===== src/rtl/pong_pkg.sv =====
// pong_pkg: shared state encoding and default match parameters for the pong game
package pong_pkg;

    typedef enum logic [2:0] {
        IDLE      = 3'd0,
        SERVE     = 3'd1,
        PLAY      = 3'd2,
        POINT     = 3'd3,
        GAME_OVER = 3'd4,
        PAUSED    = 3'd5
    } game_state_t;

    localparam int WIN_SCORE_DEF    = 7;
    localparam int SERVE_FRAMES_DEF = 60;
    localparam int POINT_FRAMES_DEF = 90;

    function automatic int max2(input int a, input int b);
        return (a > b) ? a : b;
    endfunction

endpackage


===== src/rtl/game_ctrl_if.sv =====
// game_ctrl_if: match-sequencer signal bundle; pause_btn exists only with GAME_CTRL_PAUSE_EN
interface game_ctrl_if #(
    parameter int SCORE_W = 3
);

    logic               vsync;
    logic               start_btn;
    logic               miss_left;
    logic               miss_right;
`ifdef GAME_CTRL_PAUSE_EN
    logic               pause_btn;
`endif
    logic               ball_start;
    logic               ball_run;
    logic               serve_dir;
    logic               paddle_en;
    logic [SCORE_W-1:0] score1;
    logic [SCORE_W-1:0] score2;
    logic               game_over;
    logic               winner;
    logic [2:0]         state;

    modport master (
`ifdef GAME_CTRL_PAUSE_EN
        input  pause_btn,
`endif
        input  vsync, start_btn, miss_left, miss_right,
        output ball_start, ball_run, serve_dir, paddle_en,
        output score1, score2, game_over, winner, state
    );

    modport slave (
`ifdef GAME_CTRL_PAUSE_EN
        output pause_btn,
`endif
        output vsync, start_btn, miss_left, miss_right,
        input  ball_start, ball_run, serve_dir, paddle_en,
        input  score1, score2, game_over, winner, state
    );

endinterface


===== src/rtl/edge_detect.sv =====
// edge_detect: one-cycle edge pulse against a registered copy of the input
module edge_detect #(
    parameter bit RISE = 1'b1,
    parameter bit INIT = 1'b0
) (
    input  logic clk,
    input  logic reset,
    input  logic d,
    output logic pulse
);

    logic q;

    // history bit; INIT chosen so no edge is seen right after reset
    always_ff @(posedge clk) begin
        q <= reset ? INIT : d;
    end

    assign pulse = RISE ? (d & ~q) : (q & ~d);

endmodule


===== src/rtl/game_ctrl.sv =====
// game_ctrl: pong match sequencer (serve, play, point pause, game over); GAME_CTRL_PAUSE_EN adds PAUSED
module game_ctrl
    import pong_pkg::*;
#(
    parameter int WIN_SCORE    = WIN_SCORE_DEF,
    parameter int SERVE_FRAMES = SERVE_FRAMES_DEF,
    parameter int POINT_FRAMES = POINT_FRAMES_DEF,
    parameter int SCORE_W      = $clog2(WIN_SCORE + 1)
) (
    input logic         clk,
    input logic         reset,
    game_ctrl_if.master bus
);

    localparam int CNT_W = $clog2(max2(SERVE_FRAMES, POINT_FRAMES) + 1);

    localparam logic [SCORE_W-1:0] WIN  = SCORE_W'(WIN_SCORE);
    localparam logic [SCORE_W-1:0] ONE  = SCORE_W'(1);
    localparam logic [CNT_W-1:0]   SRV  = CNT_W'(SERVE_FRAMES);
    localparam logic [CNT_W-1:0]   PNT  = CNT_W'(POINT_FRAMES);
    localparam logic [CNT_W-1:0]   LAST = CNT_W'(1);

    logic tick, start_e, ml_e, mr_e;

    game_state_t        state_q, state_n;
    logic [CNT_W-1:0]   cnt_q, cnt_n;
    logic [SCORE_W-1:0] s1_q, s1_n, s2_q, s2_n;
    logic               dir_q, dir_n, win_q, win_n, bs_q, bs_n;
    logic               run_q, pad_q, go_q;

    edge_detect #(.RISE(1'b0), .INIT(1'b1)) u_vsync (.clk(clk), .reset(reset), .d(bus.vsync),      .pulse(tick));
    edge_detect #(.RISE(1'b1), .INIT(1'b0)) u_start (.clk(clk), .reset(reset), .d(bus.start_btn),  .pulse(start_e));
    edge_detect #(.RISE(1'b1), .INIT(1'b0)) u_ml    (.clk(clk), .reset(reset), .d(bus.miss_left),  .pulse(ml_e));
    edge_detect #(.RISE(1'b1), .INIT(1'b0)) u_mr    (.clk(clk), .reset(reset), .d(bus.miss_right), .pulse(mr_e));

`ifdef GAME_CTRL_PAUSE_EN
    logic pause_e;
    edge_detect #(.RISE(1'b1), .INIT(1'b0)) u_pause (.clk(clk), .reset(reset), .d(bus.pause_btn), .pulse(pause_e));
`endif

    // next state and next registered outputs; transitions load the counter instead of decrementing
    always_comb begin
        state_n = state_q;
        cnt_n   = cnt_q;
        s1_n    = s1_q;
        s2_n    = s2_q;
        dir_n   = dir_q;
        win_n   = win_q;
        bs_n    = 1'b0;
        case (state_q)
            IDLE, GAME_OVER: begin
                if (start_e) begin
                    state_n = SERVE;
                    cnt_n   = SRV;
                    s1_n    = '0;
                    s2_n    = '0;
                    win_n   = 1'b0;
                    bs_n    = 1'b1;
                end
            end
            SERVE: begin
                if (tick) begin
                    state_n = (cnt_q == LAST) ? PLAY : SERVE;
                    cnt_n   = (cnt_q == LAST) ? '0 : cnt_q - LAST;
                end
            end
            PLAY: begin
                if (ml_e && mr_e) begin
                    state_n = POINT;
                    cnt_n   = PNT;
                end else if (ml_e) begin
                    s2_n    = s2_q + ONE;
                    dir_n   = 1'b0;
                    state_n = (s2_n == WIN) ? GAME_OVER : POINT;
                    win_n   = (s2_n == WIN);
                    cnt_n   = (s2_n == WIN) ? '0 : PNT;
                end else if (mr_e) begin
                    s1_n    = s1_q + ONE;
                    dir_n   = 1'b1;
                    state_n = (s1_n == WIN) ? GAME_OVER : POINT;
                    win_n   = 1'b0;
                    cnt_n   = (s1_n == WIN) ? '0 : PNT;
                end
`ifdef GAME_CTRL_PAUSE_EN
                else if (pause_e) begin
                    state_n = PAUSED;
                end
`endif
            end
            POINT: begin
                if (tick) begin
                    state_n = (cnt_q == LAST) ? SERVE : POINT;
                    cnt_n   = (cnt_q == LAST) ? SRV : cnt_q - LAST;
                    bs_n    = (cnt_q == LAST);
                end
            end
`ifdef GAME_CTRL_PAUSE_EN
            PAUSED: begin
                if (pause_e) begin
                    state_n = PLAY;
                end
            end
`endif
            default: begin
                state_n = IDLE;
                cnt_n   = '0;
            end
        endcase
    end

    // state, counter and all outputs registered; enables derive from the next state
    always_ff @(posedge clk) begin
        if (reset) begin
            state_q <= IDLE;
            cnt_q   <= '0;
            s1_q    <= '0;
            s2_q    <= '0;
            dir_q   <= 1'b0;
            win_q   <= 1'b0;
            bs_q    <= 1'b0;
            run_q   <= 1'b0;
            pad_q   <= 1'b0;
            go_q    <= 1'b0;
        end else begin
            state_q <= state_n;
            cnt_q   <= cnt_n;
            s1_q    <= s1_n;
            s2_q    <= s2_n;
            dir_q   <= dir_n;
            win_q   <= win_n;
            bs_q    <= bs_n;
            run_q   <= (state_n == PLAY);
            pad_q   <= (state_n == SERVE) || (state_n == PLAY) || (state_n == POINT);
            go_q    <= (state_n == GAME_OVER);
        end
    end

    assign bus.state      = state_q;
    assign bus.ball_start = bs_q;
    assign bus.ball_run   = run_q;
    assign bus.paddle_en  = pad_q;
    assign bus.serve_dir  = dir_q;
    assign bus.score1     = s1_q;
    assign bus.score2     = s2_q;
    assign bus.game_over  = go_q;
    assign bus.winner     = win_q;

endmodule


===== src/flat_wrapper.sv =====
// flat-port wrapper written by rule: the top's interface ports become plain ports
module game_ctrl_flat import pong_pkg::*;
#(
    parameter int WIN_SCORE    = WIN_SCORE_DEF,
    parameter int SERVE_FRAMES = SERVE_FRAMES_DEF,
    parameter int POINT_FRAMES = POINT_FRAMES_DEF,
    parameter int SCORE_W      = $clog2(WIN_SCORE + 1)
)
  (clk, reset, bus_vsync, bus_start_btn, bus_miss_left, bus_miss_right, bus_ball_start, bus_ball_run, bus_serve_dir, bus_paddle_en, bus_score1, bus_score2, bus_game_over, bus_winner, bus_state);
  game_ctrl_if #(.SCORE_W(SCORE_W)) bus_i ();
  input logic clk;
  input logic reset;
  input wire logic [$bits(bus_i.vsync)-1:0] bus_vsync;
  input wire logic [$bits(bus_i.start_btn)-1:0] bus_start_btn;
  input wire logic [$bits(bus_i.miss_left)-1:0] bus_miss_left;
  input wire logic [$bits(bus_i.miss_right)-1:0] bus_miss_right;
  output wire logic [$bits(bus_i.ball_start)-1:0] bus_ball_start;
  output wire logic [$bits(bus_i.ball_run)-1:0] bus_ball_run;
  output wire logic [$bits(bus_i.serve_dir)-1:0] bus_serve_dir;
  output wire logic [$bits(bus_i.paddle_en)-1:0] bus_paddle_en;
  output wire logic [$bits(bus_i.score1)-1:0] bus_score1;
  output wire logic [$bits(bus_i.score2)-1:0] bus_score2;
  output wire logic [$bits(bus_i.game_over)-1:0] bus_game_over;
  output wire logic [$bits(bus_i.winner)-1:0] bus_winner;
  output wire logic [$bits(bus_i.state)-1:0] bus_state;
  assign bus_i.vsync = bus_vsync;
  assign bus_i.start_btn = bus_start_btn;
  assign bus_i.miss_left = bus_miss_left;
  assign bus_i.miss_right = bus_miss_right;
  assign bus_ball_start = bus_i.ball_start;
  assign bus_ball_run = bus_i.ball_run;
  assign bus_serve_dir = bus_i.serve_dir;
  assign bus_paddle_en = bus_i.paddle_en;
  assign bus_score1 = bus_i.score1;
  assign bus_score2 = bus_i.score2;
  assign bus_game_over = bus_i.game_over;
  assign bus_winner = bus_i.winner;
  assign bus_state = bus_i.state;
  game_ctrl #(.WIN_SCORE(WIN_SCORE), .SERVE_FRAMES(SERVE_FRAMES), .POINT_FRAMES(POINT_FRAMES), .SCORE_W(SCORE_W)) u_core (.clk(clk), .reset(reset), .bus(bus_i));
endmodule

===== config.mk =====
export PLATFORM = sky130hd
export DESIGN_NAME = game_ctrl_flat
export DESIGN_NICKNAME = d
export VERILOG_FILES = /design/src/rtl/pong_pkg.sv /design/src/rtl/game_ctrl_if.sv /design/src/rtl/edge_detect.sv /design/src/rtl/game_ctrl.sv /design/src/flat_wrapper.sv
export SDC_FILE = /design/constraint.sdc
export NUM_CORES = 1
export LEC_CHECK = 0
export ABC_AREA = 0
export CAP_MARGIN = 20
export CORE_MARGIN = 4
export CORE_UTILIZATION = 54
export DETAILED_ROUTE_END_ITERATION = 8
export PLACE_DENSITY = 0.78
export SKIP_LAST_GASP = 1
export SYNTH_ARGS = -nofsm -noshare
export SYNTH_HDL_FRONTEND = slang
export SYNTH_HIERARCHICAL = 1
export SYNTH_SLANG_ARGS = --single-unit

===== constraint.sdc =====
create_clock -name clk -period 2.2 [get_ports clk]
set_clock_uncertainty 0.05 [all_clocks]
set_input_delay 0.44 -clock clk [delete_from_list [all_inputs] [get_ports clk]]
set_output_delay 0.44 -clock clk [all_outputs]
set_load 0.05 [all_outputs]

* Word-level counts from Yosys, hierarchy flattened
Index checks and enable logic that the tools add are counted.
W data, S select, Z words.
** Operators by class
- Mux-type cells :: 40
- Reductions and logical operators :: 12
- $add $sub $neg :: 3
- Bitwise operators :: 9
- Equal/unequal tests :: 20
** Operators with widths (number)
- $mux W7 :: 10
- $mux W3 :: 14
- $pmux W7 S4 :: 1
- $eq A3 B2 Y1 const B :: 4
- $eq A3 B3 Y1 const B :: 4
- $pmux W3 S2 :: 2
- $pmux W3 S4 :: 1
- $reduce_and A4 Y1 :: 3
- $ne A2 B1 Y1 const B :: 5
- $mux W1 :: 8
- $eq A7 B1 Y1 const B :: 1
- $sub A7 B1 Y7 const B :: 1
- $add A3 B1 Y3 const B :: 2
- $eq A3 B1 Y1 const B :: 2
- $not A1 Y1 :: 5
- $reduce_and A5 Y1 :: 1
- $and A1 B1 Y1 :: 4
- $mux W2 :: 2
- $ne A2 B2 Y1 const B :: 2
- $ne A4 B1 Y1 const B :: 1
- $pmux W1 S2 :: 2
- $reduce_bool A2 Y1 :: 2
- $logic_not A3 Y1 :: 1
- $ne A3 B1 Y1 const B :: 1
- 4 further kinds :: 5
** Storage, ports and cells
- Bits of input ports :: 6
- Flip-flop bits (word level) :: 26
- Output and inout port bits :: 15

* Depth between registers and ports, before layout
Gate-level depths: netlist of run 1.
- Word-level depth :: 10
- Gate-level depth with buffers :: 8
- Gate-level depth less buffers :: 7

* Modules after synthesis
The synthesis of run 1 kept the hierarchy.
** By module, submodules not included
- game_ctrl :: instances 1, cells each 164, sequential area each 440.4 um^2, area each 1416.4 um^2
- edge_detect (u_core.u_ml ...) :: instances 3, cells each 3, sequential area each 20.0 um^2, area each 47.5 um^2
- edge_detect (u_core.u_vsync) :: instances 1, cells each 3, sequential area each 20.0 um^2, area each 35.0 um^2

* Worst setup path after synthesis of run 1
No wires, ideal clock.
- Path type :: in2reg
- Start :: input bus_miss_left
- End :: register u_core.cnt_q[3]
- Path slack :: 0.101 ns
- Cell stages on the path :: 7
- Buffers on the path :: 1
- Data required time :: 2.059 ns
- Arrival time :: 1.958 ns
- Path through :: nor2b_4 -> clkbuf_1 -> inv_1 -> ha_1 -> a221oi_2 -> nor2_1 -> a311oi_1
** Between the ends
- Word-level cells in the longest chain between the ends :: 4
** Ends and longest elaborated chain
- from (decl) :: RTL line flat_wrapper.sv:15 : input wire logic [$bits(bus_i.miss_left)-1:0] bus_miss_left;
- $and A1 B1 Y1 * :: RTL line edge_detect.sv:19 : assign pulse = RISE ? (d & ~q) : (q & ~d);
- $mux W7 / $logic_and A1 B1 Y1 (equally long branches) :: RTL line game_ctrl.sv:71, game_ctrl.sv:68
- $mux W7 / $ne A4 B1 Y1 (equally long branches)
- $pmux W7 S4 / $reduce_and A4 Y1 (equally long branches)
- to (signal assigned) :: RTL line game_ctrl.sv:126 : cnt_q <= cnt_n;
- to (decl) :: RTL line game_ctrl.sv:26 : logic [CNT_W-1:0] cnt_q, cnt_n;
Mark *: on every way between the ends. The rest lies on a longest branch, timed or not.
A chain may end at the register's enable or synchronous reset.

* Final worst setup path of run 1
- Start :: register u_core.s2_q[2] (netlist: u_core/bus.score2[2])
- End :: output bus_score2[2]
** RTL lines
- from (decl) :: RTL line game_ctrl.sv:27 : logic [SCORE_W-1:0] s1_q, s1_n, s2_q, s2_n;
- from (signal assigned) :: RTL line game_ctrl.sv:128 : s2_q <= s2_n;
- to (decl) :: RTL line flat_wrapper.sv:22 : output wire logic [$bits(bus_i.score2)-1:0] bus_score2;
No word-level cell between the ends.

==> flow_summary.toml, run 1 <==
[cts]
numCtsBuffers = 3
cts_tree = "yes"
cts_sinks = 26
clkLatencyLatePin_ns = 0.33
cts.reportedPaths.clkPinSlew_ns = 0.14
htree_num_levels = 1
clockBufferDepth = 2
cts_root_buf = "clkbuf_4"

[power_and_ir_drop]
p_total_mw = 1.13
p_per_area_nw_per_um2 = 563
ir_worst_vdd_v = 0.000588
leakagePower_nw = 0.779

[placed_design]
io_buffer_count = 20
gp_congestion = 0.865
dpl_cell_area_sq_um = 1900
dp_hpwl_microns = 2730

[synth]
synth_cell_types = 49
yosys.area.top_type = "dfxtp_1"
netlist_area_sq_um = 1590
synth_area_leaders = "dfxtp_1 (33%), ha_1 (6.3%), nor2b_4 (5.2%)"
async_flop_share = 0
synth_flop_cell = "dfxtp_1"
avgSynthCellArea_sq_um = 9.06
yosysTopAreaCellShare = 0.327
ys_warn_count = 6
ys_ff_latch = 26
synth.most_common_cell = "dfxtp_1"
yosys-top-cells-count = "dfxtp_1 (26), nor2_1 (15), a21oi_1 (10)"
synth_seq_area_share = 0.327
synth_edf_count = 0
synthCells = 176
synth_fp_nets = 190

[route]
antenna_left = 0
vias_per_cell = 6.17
wl_per_cell_microns = 15.9
vias = 1481
drtIter0Drc = 91
drtPass1Iterations = 4
drt-total-wl_microns = 3810
drc = 0

[timing]
worstMarginPinSlew_ns = 0.643
max_freq_mhz = 478
hold-worst-slack_ns = 0.458
setup_tns_ns = 0
timing.final.crit_share = 0.952
slew_headroom = 0.568
drv_slew = 0
grt_setup_unrepaired = "true"
final.min_clock_period_ns = 2.09
hold_viol_final = 0
setup_viol = 0

[floorplan]
die_w_microns = 62.3
dieArea_sq_um = 3890
boundaryPins = 21
core_sq_um = 2780
initial_core_util = 0.573
num_rows = 19
die_h_microns = 62.3

[grt]
grt.total_usage = 0.196
antenna_found_initial = 0
globalRouteOverflowTotal = 0
grt_pass1_vias = 1419
grt_pass1_wl_microns = 6440
grt_max_degree = 17

[critical_path]
rrSetupSlack_ns = 0.27
arrival_ns = 1.60
slowest_stage = "clkdlybuf4s50_1"
worstSetupEndpointType = "primary output"
crit_type = "reg2out"
path_cells = "clkdlybuf4s50_1"
cp_max_fo = 4
crit_buf_inv = 1
rr_worst_depth = 6
critical_path.top_delay_family = "buffers and inverters"
timing.rr.end = "u_core/bus.state[1]$_SDFF_PP0_"
critPathLaunchType = "flip-flop"
r2r_start = "u_core/cnt_q[1]$_SDFFE_PP0P_"
slowest_delay_ns = 0.84
worstPathRequired_ns = 1.71

[cells_and_area]
fillers = 198
finalCoreUtilization = 0.721
multi_input_area_sq_um = 1020
final_area_sq_um = 2010
antenna_cells = 0
drive_above_1_share = 0.234
regArea_sq_um = 520
area_growth_syn_to_layout_pct = 25.8
nets = 224

[flow_run]
drv_cap = 0

[min_path]
holdPathStages = 2
min-delay-start = "u_core/bus.winner$_SDFFE_PP0P_"
hold_path.class = "reg2reg"
hold_path_end = "u_core/bus.winner$_SDFFE_PP0P_"

[run_status]
status = "finished, final reports clean"
==> layout make-up <==
type                            instances  area share
Timing Repair Buffer                   38       0.167
Tap cell                               31      0.0193
Multi-Input combinational cell        132       0.511
Inverter                                9      0.0168
Clock inverter                          1      0.0150
Clock buffer                            3      0.0112
Sequential cell                        26       0.260
==> routing by layer <==
layer / track usage / share of wire / wire length, microns / vias to the layer above
met2: 0.332 / 0.49 / 1870 / 49
met5: 0 / 0 / 0 / -
li1: - / - / - / 717
met1: 0.246 / 0.45 / 1710 / 710
met3: 0.0414 / 0.050 / 189 / 5
met4: 0.0610 / 0.010 / 38 / 0
==> how the worst max path moves through the flow <==
stage | cells past startpoint | endpoint | slack (ns) | start
2_1_floorplan | 7 | u_core/cnt_q[3]$_SDFFE_PP0P_ | 0.10 | bus_miss_left
3_3_place_gp | 7 | u_core/bus.score1[2]$_SDFFE_PP0P_ | -0.27 | bus_miss_left
3_5_place_dp | 8 | u_core/bus.score1[1]$_SDFFE_PP0P_ | -0.34 | bus_miss_left
4_1_cts | 8 | u_core/bus.score1[1]$_SDFFE_PP0P_ | 0.06 | bus_miss_left
5_1_grt | 9 | u_core/cnt_q[0]$_SDFFE_PP0P_ | -0.02 | bus_miss_left
6_report | 1 | bus_score2[2] | 0.11 | u_core/bus.score2[2]$_SDFFE_PP0P_
==> sequential cells by signal (all words and copies together) (netlist names), 3 cells and up <==
name / count
u_core/cnt_q: 7
u_core/bus.score1: 3
u_core/bus.score2: 3
u_core/bus.state: 3
==> stage by stage <==
step           setup slack, ns  std cells
6_report                 0.106        240
5_1_grt                -0.0160        240
4_1_cts                 0.0639        238
3_5_place_dp            -0.337        234
3_3_place_gp            -0.266        234
2_1_floorplan            0.101        176
==> power by group <==
group / leakage [nW] / internal, mW / switching, mW
registers: 0.213 / 0.495 / 0.0321
logic: 0.538 / 0.126 / 0.146
clock network: 0.0279 / 0.185 / 0.147
total: 0.779 / 0.805 / 0.325
==> layout by cell type, fill, tap and decap left out, drive strengths merged, types with 2 or more instances in the layout <==
| cell | n |
|---|---|
| nor2b | 9 |
| a21oi | 10 |
| or2 | 5 |
| dfxtp | 26 |
| a31oi | 7 |
| nand3 | 9 |
| a311oi | 5 |
| o211ai | 3 |
| nor4b | 2 |
| nand2b | 4 |
| o21a | 7 |
| o21ai | 4 |
| or3 | 4 |
| nand4 | 4 |
| a211oi | 4 |
| clkbuf | 3 |
| nand2 | 2 |
| nor2 | 15 |
| ha | 8 |
| buf | 21 |
| inv | 9 |
| and4 | 2 |
| nor3b | 3 |
| clkdlybuf4s50 | 17 |
| or3b | 5 |
| xor2 | 4 |
| nor3 | 3 |
==> timing repair <==
item,in CTS,in global routing
endpoints found under the setup margin,1,6
hold endpoints to repair,0,0
gates resized for setup,0,9
pin swaps,1,5
setup buffers,0,1
cloned,0,1
hold buffers,0,0
==> logic make-up after synthesis <==
| group | after synthesis | synth area share |
|---|---|---|
| compound gates | 47 | 0.212 |
| xor+xnor | 4 | 0.0220 |
| fa+ha+maj | 8 | 0.0628 |
| buf+inv | 18 | 0.0502 |
| flops | 26 | 0.327 |
| mux | 2 | 0.0133 |
| simple gates | 71 | 0.313 |
Power figures use the tool's default switching activity.
==> inputs of run 2 (changes only) <==
- CORE_MARGIN: 4 -> unset
==> flow_summary.toml, run 2 (same netlist as run 1, synthesis figures left out) <==
[cells_and_area]
largest_reg_flops = 7
nets = 225
area_growth_syn_to_layout_pct = 25.4
finalCoreUtilization = 0.719
mostFrequentLayoutCell = "dfxtp_1"
mostFrequentLayoutCells = "dfxtp_1 (26), buf_4 (18), clkdlybuf4s50_1 (17)"
drive_above_1_share = 0.233
antenna_cells = 0
regMostFlops = "u_core/cnt_q"
stdcell_count = 241

[critical_path]
worstSetupEndpointType = "flip-flop"
cp_max_fo = 5
arrival_ns = 2.37
critPathLaunchType = "input pin"
path_cells = "clkdlybuf4s50_1 > nor2b_4 > buf_6 > inv_1 > ha_2 > a221oi_4 > clkdlybuf4s15_2 > nor2_1 > a211oi_1"
slowest_delay_ns = 0.49
crit_type = "in2reg"
slowest_stage = "clkdlybuf4s50_1"
worstPathRequired_ns = 2.41

[timing]
grt_setup_unrepaired = "true"
timing.final.crit_share = 0.980
max_freq_mhz = 464
slew_headroom = 0.572
hold_viol_final = 0
fin_ws_ns = 0.0435
drv_slew = 0
final.min_clock_period_ns = 2.16
worstMarginPinSlew_ns = 0.637
setup_viol = 0

[cts]
cts_tree = "yes"
numCtsBuffers = 3
htree_num_levels = 1
cts_root_buf = "clkbuf_4"
clkLatencyLatePin_ns = 0.33
cts_sinks = 26
ctsHoldBuffers = 0
clockBufferDepth = 2
cts.reportedPaths.clkPinSlew_ns = 0.14

[grt]
grt_pass1_vias = 1434
globalRouteOverflowTotal = 0
grt.total_usage = 0.245
antenna_found_initial = 0
grt_max_degree = 16
grt_pass1_wl_microns = 6180

[flow_run]
drv_cap = 0

[floorplan]
initial_core_util = 0.573
dieArea_sq_um = 3170
die_h_microns = 56.3
boundaryPins = 21
core_sq_um = 2780
num_rows = 19
die_w_microns = 56.3

[placed_design]
dp_hpwl_microns = 2730
gp_congestion = 0.899
io_buffer_count = 20
dpl.cell_count = 234
dp_worst_setup_slack_ns = -0.339

[power_and_ir_drop]
p_per_area_nw_per_um2 = 521
ir_worst_vdd_v = 0.000398
clockPowerShare = 0.233
p_int_mw = 0.722
leakagePower_nw = 0.777
pwr-share-comb = 0.261
p_seq_frac = 0.506
switchingPower_mw = 0.319
swShare = 0.306
p_total_mw = 1.04

[run_status]
status = "finished, final reports clean"

[route]
antenna_left = 0
drt-total-wl_microns = 3920
vias = 1533
drtPass1Iterations = 4
wl_per_cell_microns = 16.2
drtIter0Drc = 81
drc = 0
vias_per_cell = 6.36

[min_path]
hold_path.class = "reg2reg"
run 2: power groups by stage:
stage	registers [mW]	logic [mW]	clock network [mW]
after floorplan	0.541	0.164	0
after global placement	0.534	0.240	0
after detailed placement	0.536	0.247	0
after CTS	0.525	0.249	0.254
after global routing	0.531	0.290	0.267
final	0.527	0.272	0.243
run 2: final timing paths:
check / from / end / slack [ns] / cells after the start
worst max-delay path: bus_miss_right / u_core/cnt_q[1]$_SDFFE_PP0P_ / 0.04 / 9
worst min-delay path: u_core/bus.score2[0]$_SDFFE_PP0P_ / u_core/bus.score2[0]$_SDFFE_PP0P_ / 0.46 / 2
worst max register to register: u_core/cnt_q[1]$_SDFFE_PP0P_ / u_core/cnt_q[2]$_SDFFE_PP0P_ / 0.16 / 6
worst min register to register: u_core/bus.score2[0]$_SDFFE_PP0P_ / u_core/bus.score2[0]$_SDFFE_PP0P_ / 0.46 / 2
run 2: worst max-delay path: cells and delay by family:
| kind | cells | cell delay (ns) |
|---|---|---|
| compound gates | 2 | 0.53 |
| fa+ha+maj | 1 | 0.20 |
| buf+inv | 4 | 0.97 |
| simple gates | 2 | 0.24 |
run 2: through the flow:
stage	hold slack [ns]	instance area [sq um]	setup TNS, ns
6_report	0.463	2000	0
5_1_grt	0.516	2000	-0.0351
4_1_cts	0.467	1940	0
3_5_place_dp	0.437	1900	-4.18
3_3_place_gp	0.434	1900	-3.31
2_1_floorplan	0.439	1590	0
run 2: layout make-up:
type / instances / area [sq um]
sequential: 26 / 520
fill: 223 / 782
tap: 31 / 38.8
clock buffer: 4 / 36.3
timing repair buffer: 39 / 350
multi-input combinational: 132 / 1020
inverter: 9 / 33.8
run 2: what timing repair did:
action,in CTS,in global routing
resized for setup,0,7
setup endpoints to repair,0,6
buffers inserted,0,3
run 2: layer usage:
metal	share of wire	wire length (microns)	track usage	up-vias
met3	0.064	249	0.0207	15
met1	0.42	1650	0.315	738
met2	0.49	1920	0.410	63
met4	0.023	92	0.129	0
li1	-	-	-	717
met5	0	0	0	-
==> inputs of run 3 (changes only) <==
--- a/constraint.sdc
+++ b/constraint.sdc
@@ -3,3 +3,3 @@
 set_input_delay 0.44 -clock clk [delete_from_list [all_inputs] [get_ports clk]]
 set_output_delay 0.44 -clock clk [all_outputs]
-set_load 0.05 [all_outputs]
+set_load 0.02 [all_outputs]
==> flow_summary.toml, run 3 (same netlist as run 1, synthesis figures left out) <==
[run_status]
status = "finished, final reports clean"

[critical_path]
slowest_delay_ns = 0.49
crit_type = "in2reg"
path_cells = "clkdlybuf4s50_1 > nor2b_4 > buf_4 > inv_1 > ha_2 > a221oi_4 > buf_2 > nor2_1 > a211oi_1"
slowest_stage = "clkdlybuf4s50_1"
cp_max_fo = 5
critPathLaunchType = "input pin"
worstSetupEndpointType = "flip-flop"
arrival_ns = 2.30
worstPathRequired_ns = 2.40

[min_path]
hold_path.class = "reg2reg"

[cts]
cts_tree = "yes"
clockBufferDepth = 2
htree_num_levels = 1
clkLatencyLatePin_ns = 0.31
cts.reportedPaths.clkPinSlew_ns = 0.14
cts_root_buf = "clkbuf_4"
cts_sinks = 26
numCtsBuffers = 3

[floorplan]
initial_core_util = 0.573
boundaryPins = 21
dieArea_sq_um = 3170
num_rows = 19
core_sq_um = 2780
die_h_microns = 56.3
die_w_microns = 56.3

[grt]
grt_pass1_vias = 1471
globalRouteOverflowTotal = 0
grt_max_degree = 16
grt.total_usage = 0.242
antenna_found_initial = 0
grt_pass1_wl_microns = 6270

[route]
wl_per_cell_microns = 15.9
drt-total-wl_microns = 3870
dr_wl_met3_microns = 253
route.met2.wl_microns = 1830
antenna_left = 0
m1WireLength_microns = 1660
vias = 1525
drtPass1Iterations = 4
top_layer = "met4"
drtIter0Drc = 63
vias_per_cell = 6.28
drc = 0

[power_and_ir_drop]
ir_worst_vdd_v = 0.000406
p_total_mw = 1.03
p_per_area_nw_per_um2 = 511
leakagePower_nw = 0.781

[cells_and_area]
regMostFlops = "u_core/cnt_q"
area_growth_syn_to_layout_pct = 26.5
mostFrequentLayoutCell = "dfxtp_1"
largest_reg_flops = 7
fillers = 216
multi_input_area_sq_um = 1020
mostFrequentLayoutCells = "dfxtp_1 (25), clkdlybuf4s50_1 (20), buf_4 (18)"
drive_above_1_share = 0.236
finalCoreUtilization = 0.725
antenna_cells = 0
nets = 227
stdcell_count = 243
regArea_sq_um = 522

[timing]
fin_ws_ns = 0.0977
hold-worst-slack_ns = 0.465
max_freq_mhz = 476
worstMarginPinSlew_ns = 0.690
hold_viol_final = 0
final.min_clock_period_ns = 2.10
timing.final.crit_share = 0.956
setup_viol = 0
drv_slew = 0
grt_setup_unrepaired = "false"
slew_headroom = 0.537

[placed_design]
dpl.cell_count = 234
io_buffer_count = 20
dp_hpwl_microns = 2650
dp_worst_setup_slack_ns = -0.327
gp_congestion = 0.890

[flow_run]
drv_cap = 0
==> run 3: layer usage <==
| layer | vias to the layer above | track usage |
|---|---|---|
| met5 | - | 0 |
| met4 | 0 | 0.0871 |
| met3 | 13 | 0.0346 |
| met2 | 67 | 0.412 |
| met1 | 725 | 0.313 |
| li1 | 720 | - |
==> run 3: layout make-up <==
| class | count | share of cell area |
|---|---|---|
| multi-input combinational | 132 | 0.507 |
| sequential | 26 | 0.259 |
| timing repair buffer | 41 | 0.180 |
| tap | 31 | 0.0192 |
| clock buffer | 4 | 0.0180 |
| inverter | 9 | 0.0168 |
==> run 3: timing repair <==
action                     4_1_cts  5_1_grt
setup buffers                    0        4
setup endpoints to repair        1        9
resized for setup                1        8
hold buffers                     0        0
cloned                           0        1
pin swaps                        0        4
==> run 3: power by group <==
| part | internal (mW) | switching (mW) | total [mW] |
|---|---|---|---|
| Sequential | 0.495 | 0.0315 | 0.527 |
| Clock | 0.101 | 0.140 | 0.241 |
| Combinational | 0.126 | 0.136 | 0.262 |
==> run 3: per-stage QoR <==
step           TNS (ns)  instance area (sq um)
2_1_floorplan         0                   1590
4_1_cts               0                   1940
6_report              0                   2020
3_3_place_gp      -3.32                   1910
3_5_place_dp      -4.10                   1910
5_1_grt               0                   2020
==> run 3: worst max-delay path, delay by kind of cell <==
family / cells / cell delay (ns)
AO/OA/AOI/OAI: 2 / 0.52
adder cells (fa/ha/maj): 1 / 0.21
AND/OR/NAND/NOR: 2 / 0.22
buffers and inverters: 4 / 0.91
==> run 3: worst paths after layout <==
kind / start / to / slack, ns / cells past startpoint
worst max-delay path: bus_miss_right / u_core/cnt_q[1]$_SDFFE_PP0P_ / 0.1 / 9
worst min-delay path: u_core/bus.score2[0]$_SDFFE_PP0P_ / u_core/bus.score2[0]$_SDFFE_PP0P_ / 0.46 / 2
worst max register to register: u_core/cnt_q[1]$_SDFFE_PP0P_ / u_core/bus.state[1]$_SDFF_PP0_ / 0.21 / 6
worst min register to register: u_core/bus.score2[0]$_SDFFE_PP0P_ / u_core/bus.score2[0]$_SDFFE_PP0P_ / 0.46 / 2
